`src/rtl/lock_attempt_ctrl.sv`:
```
// lock_attempt_ctrl: keypad entry sequencer for the serial combination lock.
// Optional feature macro LOCK_ALARM_EN adds a sticky alarm output set on lockout entry.
module lock_attempt_ctrl #(
   parameter int                  CODE_LEN       = 4,
   parameter logic [CODE_LEN-1:0] DEFAULT_CODE   = 4'b1011,
   parameter int                  MAX_FAIL       = 3,
   parameter int                  UNLOCK_CYCLES  = 8,
   parameter int                  LOCKOUT_CYCLES = 16
) (
   input  logic                              clock,
   input  logic                              resetphase,
   input  logic                              bit_valid,
   input  logic                              bit_in,
   input  logic                              abort,
   input  logic                              prog_en,
   input  logic [CODE_LEN-1:0]               prog_code,
   output logic                              unlocked,
   output logic                              locked_out,
   output logic                              err,
   output logic [1:0]                        state,
`ifdef LOCK_ALARM_EN
   output logic                              alarm,
`endif
   output logic [$clog2(MAX_FAIL+1)-1:0]     fail_cnt
);

   localparam int FW   = $clog2(MAX_FAIL + 1);
   localparam int CW   = $clog2(CODE_LEN + 1);
   localparam int TMAX = (UNLOCK_CYCLES > LOCKOUT_CYCLES) ? UNLOCK_CYCLES : LOCKOUT_CYCLES;
   localparam int TW   = $clog2(TMAX + 1);
   localparam int SW   = CODE_LEN - 1;

   typedef enum logic [1:0] {
      IDLE    = 2'b00,
      ENTRY   = 2'b01,
      OPEN    = 2'b10,
      LOCKOUT = 2'b11
   } state_t;

   state_t              state_q, state_d;
   logic [CODE_LEN-1:0] code_q, code_d;
   logic [SW-1:0]       shift_q, shift_d;
   logic [CW-1:0]       cnt_q, cnt_d;
   logic [TW-1:0]       timer_q, timer_d;
   logic [FW-1:0]       fail_q, fail_d;
   logic                unlocked_q, unlocked_d;
   logic                locked_out_q, locked_out_d;
   logic                err_q, err_d;
   logic [CODE_LEN-1:0] attempt;
   logic [FW-1:0]       fail_inc;

   // The final bit is compared straight off the input, so the shift register
   // only ever needs to hold the first CODE_LEN-1 bits.
   assign attempt  = {shift_q, bit_in};
   assign fail_inc = (fail_q == FW'(MAX_FAIL)) ? fail_q : fail_q + 1'b1;

   always_comb begin
      state_d = state_q;
      code_d  = code_q;
      shift_d = shift_q;
      cnt_d   = cnt_q;
      timer_d = timer_q;
      fail_d  = fail_q;
      err_d   = 1'b0;
      case (state_q)
         IDLE: begin
            if (!abort && bit_valid) begin
               shift_d = SW'(bit_in);
               cnt_d   = CW'(1);
               state_d = ENTRY;
            end
         end
         ENTRY: begin
            if (abort) begin
               shift_d = '0;
               cnt_d   = '0;
               state_d = IDLE;
            end else if (bit_valid) begin
               if (cnt_q == CW'(CODE_LEN - 1)) begin
                  shift_d = '0;
                  cnt_d   = '0;
                  if (attempt == code_q) begin
                     state_d = OPEN;
                     fail_d  = '0;
                     timer_d = TW'(UNLOCK_CYCLES);
                  end else begin
                     err_d  = 1'b1;
                     fail_d = fail_inc;
                     if (fail_inc == FW'(MAX_FAIL)) begin
                        state_d = LOCKOUT;
                        timer_d = TW'(LOCKOUT_CYCLES);
                     end else begin
                        state_d = IDLE;
                     end
                  end
               end else begin
                  shift_d = SW'({shift_q, bit_in});
                  cnt_d   = cnt_q + 1'b1;
               end
            end
         end
         OPEN: begin
            if (prog_en) code_d = prog_code;
            timer_d = timer_q - 1'b1;
            if (abort || timer_q == TW'(1)) begin
               state_d = IDLE;
               timer_d = '0;
            end
         end
         LOCKOUT: begin
            timer_d = timer_q - 1'b1;
            if (timer_q == TW'(1)) begin
               state_d = IDLE;
               timer_d = '0;
               fail_d  = '0;
            end
         end
         default: state_d = IDLE;
      endcase
      unlocked_d   = (state_d == OPEN);
      locked_out_d = (state_d == LOCKOUT);
   end

   always_ff @(posedge clock) begin
      if (resetphase) begin
         state_q      <= IDLE;
         code_q       <= DEFAULT_CODE;
         shift_q      <= '0;
         cnt_q        <= '0;
         timer_q      <= '0;
         fail_q       <= '0;
         unlocked_q   <= 1'b0;
         locked_out_q <= 1'b0;
         err_q        <= 1'b0;
      end else begin
         state_q      <= state_d;
         code_q       <= code_d;
         shift_q      <= shift_d;
         cnt_q        <= cnt_d;
         timer_q      <= timer_d;
         fail_q       <= fail_d;
         unlocked_q   <= unlocked_d;
         locked_out_q <= locked_out_d;
         err_q        <= err_d;
      end
   end

`ifdef LOCK_ALARM_EN
   logic alarm_q, alarm_d;

   // Sticky from lockout entry until the next successful unlock.
   always_comb begin
      alarm_d = alarm_q;
      if (state_d == LOCKOUT && state_q != LOCKOUT) alarm_d = 1'b1;
      else if (state_d == OPEN && state_q != OPEN) alarm_d = 1'b0;
   end

   always_ff @(posedge clock) begin
      if (resetphase) alarm_q <= 1'b0;
      else            alarm_q <= alarm_d;
   end

   assign alarm = alarm_q;
`endif

   assign state      = state_q;
   assign unlocked   = unlocked_q;
   assign locked_out = locked_out_q;
   assign err        = err_q;
   assign fail_cnt   = fail_q;

endmodule

```
`config.mk`:
```
export PLATFORM = sky130hd
export DESIGN_NAME = lock_attempt_ctrl
export DESIGN_NICKNAME = d
export VERILOG_FILES = /design/src/rtl/lock_attempt_ctrl.sv
export SDC_FILE = /design/constraint.sdc
export NUM_CORES = 1
export LEC_CHECK = 0
export CAP_MARGIN = 5
export CORE_UTILIZATION = 47
export CTS_BUF_LIST = sky130_fd_sc_hd__clkbuf_16
export DETAILED_ROUTE_END_ITERATION = 16
export PLACE_DENSITY = 0.73
export SETUP_SLACK_MARGIN = 0.3
export SYNTH_ARGS = -nofsm -noshare
export SYNTH_HDL_FRONTEND = slang
export SYNTH_SLANG_ARGS = --single-unit
export TNS_END_PERCENT = 5
```
`constraint.sdc`:
```
create_clock -name clock -period 1.5 [get_ports clock]
set_input_delay 0.15 -clock clock [delete_from_list [all_inputs] [get_ports clock]]
set_output_delay 0.15 -clock clock [all_outputs]
set_load 0.01 [all_outputs]
```
==> results.cfg <==
[sta]
timing.final.ws_setup_ns = -0.0175
slew_viol_final = 0
setup_viol = 3
finalHoldViolCount = 0
grt_setup_unrepaired = yes
finClkSkew_ns = 0.000915
fmax_ghz = 0.659
fin_crit_sh = 1.01
worstMarginPinSlew_ns = 0.313
maxSlewHeadroom = 0.791
period_minus_slack_ns = 1.52

[grt]
grt_pass1_vias = 1133
antenna_found_initial = 0
overflow = 0
grt_use_total = 0.260
grt_pass1_wl_um = 5090
grt_max_degree = 17

[setup_path]
slowest_delay_ns = 0.48
cp.required_ns = 1.64
cpMaxStageDelayCell = or4b_4
worstSetupEndpointType = register
cp_cell_sequence = inv_2, ha_4, or4b_4, nand4_4, buf_12, o41a_4, nor2_2
crit_family = simple AND/OR/NAND/NOR gates
arrival_ns = 1.66
crit_buf_inv = 2
cp_max_fo = 3
start_kind = register
critPathKind = reg -> reg

[job]
maxCapViolCount = 0

[placement]
portBuffers = 16
dp_hpwl_um = 2120
dpl-instance-area_um2 = 1530
post-place-cells = 190
routabilityCongestion = 0.882
pre_cts_ws_ns = -0.226

[drt]
vias_per_cell = 5.76
drc_errors = 0
wire_per_inst_um = 15.6
postRouteAntennaNets = 0
vias = 1128
drtIter0Drc = 54
drt_pass1_iterations = 4
routed_wl_um = 3060

[final_layout]
stdcell_count = 196
utilization = 0.749
syn_to_final_growth_pct = 46.3
final_area_um2 = 1690
antennaDiodeCount = 0
fill_cells = 166
nets = 182
drive_gt1_frac = 0.339

[synth]
synth_nets = 141
synth_top_flop_cell = dfxtp_1
synth_cell_types = 44
synth_async_sr_flop_share = 0
synth.cell_area_um2 = 1150
ys_seq_area_frac = 0.382
synth.avg_cell_area_um2 = 9.01
ys_warn_count = 0
synthCells = 128
synth_edf_count = 0
yosys_register_bits = 22

[min_path]
min_path_type = in -> reg

[floorplan]
row_count = 17
die_x_um = 51.5
start_util = 0.512
die_h_um = 51.5
die-area_um2 = 2660
io_pins = 17
core_um2 = 2250

[clocking]
clock-sinks = 22
h-tree-depth = 1
cts_root_buffer = clkbuf_16
cts_hold_buf = 0
clkSlewWorstSetupHoldPaths_ns = 0.06
cts_tree = yes
insertion_delay_ns = 0.25
cts_buffer_depth = 2
cts_buffers = 3

[power_and_ir_drop]
p_leak_uw = 0.000714
vdd.ir_drop.worst_mv = 0.723
total_power_uw = 1280
p_per_area_nw_per_um2 = 757

[status]
outcome = finished with violations
failed_checks = negative setup slack
worst paths after layout:
check,from,end,slack (ns),cells past startpoint
worst min register to register,cnt_q[2],cnt_q[2],0.48,1
worst max-delay path,timer_q[1],locked_out,-0.02,7
worst min-delay path,bit_valid,fail_cnt[0],0.43,5
worst max register to register,timer_q[1],locked_out,-0.02,7
through the flow:
stage | hold slack, ns | setup TNS [ns]
4_1_cts | 0.477 | -0.0209
3_3_place_gp | 0.450 | -1.80
2_1_floorplan | 0.267 | 0
3_5_place_dp | 0.453 | -2.59
5_1_grt | 0.483 | -0.339
6_report | 0.428 | -0.0284
kinds of logic (layout without fill, tap and decap cells):
| group | count (synthesis) | after routing | share of synthesized area |
|---|---|---|---|
| compound gates | 32 | 32 | 0.197 |
| buf+inv | 13 | 53 | 0.0488 |
| flops | 22 | 22 | 0.382 |
| xor+xnor | 5 | 5 | 0.0445 |
| mux | 4 | 4 | 0.0347 |
| simple gates | 49 | 49 | 0.260 |
| fa+ha+maj | 3 | 3 | 0.0325 |
cells in the final DEF, fill, tap and decap left out, types with 2 or more instances in the layout:
cell / n
a21o_1: 2
a21oi_1: 6
a22oi_1: 2
a31oi_1: 2
buf_4: 22
clkbuf_16: 3
clkdlybuf4s50_1: 7
dfxtp_1: 16
dfxtp_2: 6
dlygate4sd2_1: 7
ha_4: 2
inv_1: 7
inv_2: 2
mux2i_1: 4
nand2_1: 11
nand2b_1: 3
nand3_1: 4
nor2_1: 10
nor2b_1: 2
nor3_1: 3
o21a_1: 3
o21ai_0: 5
o32ai_2: 2
xnor2_1: 3
power by group:
| part | leakage (uW) | switching [uW] | internal [uW] |
|---|---|---|---|
| combinational | 0.000495 | 57.7 | 64.2 |
| clock | 0.0000385 | 202 | 355 |
| sequential | 0.000181 | 7.64 | 591 |
| total | 0.000714 | 267 | 1010 |
repair_timing:
| item | CTS | global route |
|---|---|---|
| setup buffers | 1 | 1 |
| gates resized for setup | 25 | 4 |
| endpoints found under the setup margin | 29 | 23 |
| pin swaps | 13 | 3 |
cells in the mapped netlist (2+ instances only):
cell	n	area, um^2
nand3_1	4	20.0
a22oi_1	2	15.0
mux2i_1	4	40.0
o32ai_1	2	17.5
nand2b_1	3	18.8
dfxtp_1	22	440
inv_1	8	30.0
a21oi_1	6	30.0
nand4_2	2	25.0
xnor2_1	3	26.3
a21o_1	2	15.0
nor3_1	3	15.0
nand2_1	11	41.3
a31oi_1	4	25.0
o21a_1	3	22.5
and3_1	2	12.5
ha_1	3	37.5
nor2_1	10	37.5
nor2b_1	2	12.5
clkbuf_1	3	11.3
o21ai_0	6	30.0
cell type report:
type	count	area, um^2	share of cell area
clock inverters	1	3.75	0.00222
clock buffers	3	75.1	0.0445
repair buffers	40	349	0.207
inverters	9	33.8	0.0200
flip-flops and latches	22	448	0.265
well taps	28	35.0	0.0208
multi-input cells	93	743	0.440
sequential cells by signal (all words and copies together) (netlist names):
signal,cells
locked_out,1
shift_q,3
err,1
timer_q,5
state,2
unlocked,1
cnt_q,3
code_q,4
fail_cnt,2
routing by layer:
layer  GRT usage  vias to the layer above  wire, um
li1            -                      539         -
met5           0                        -         0
met3      0.0409                       12       205
met1       0.290                      522      1240
met2       0.461                       55      1500
met4       0.153                        0       117
worst min-delay path, delay by kind of cell:
kind	cells	cell delay [ns]
and+or+nand+nor	2	0.27
AOI/OAI and AO/OA	2	0.09
buffers and inverters	1	0.12
Note: power is estimated with default switching activity, not from simulation.
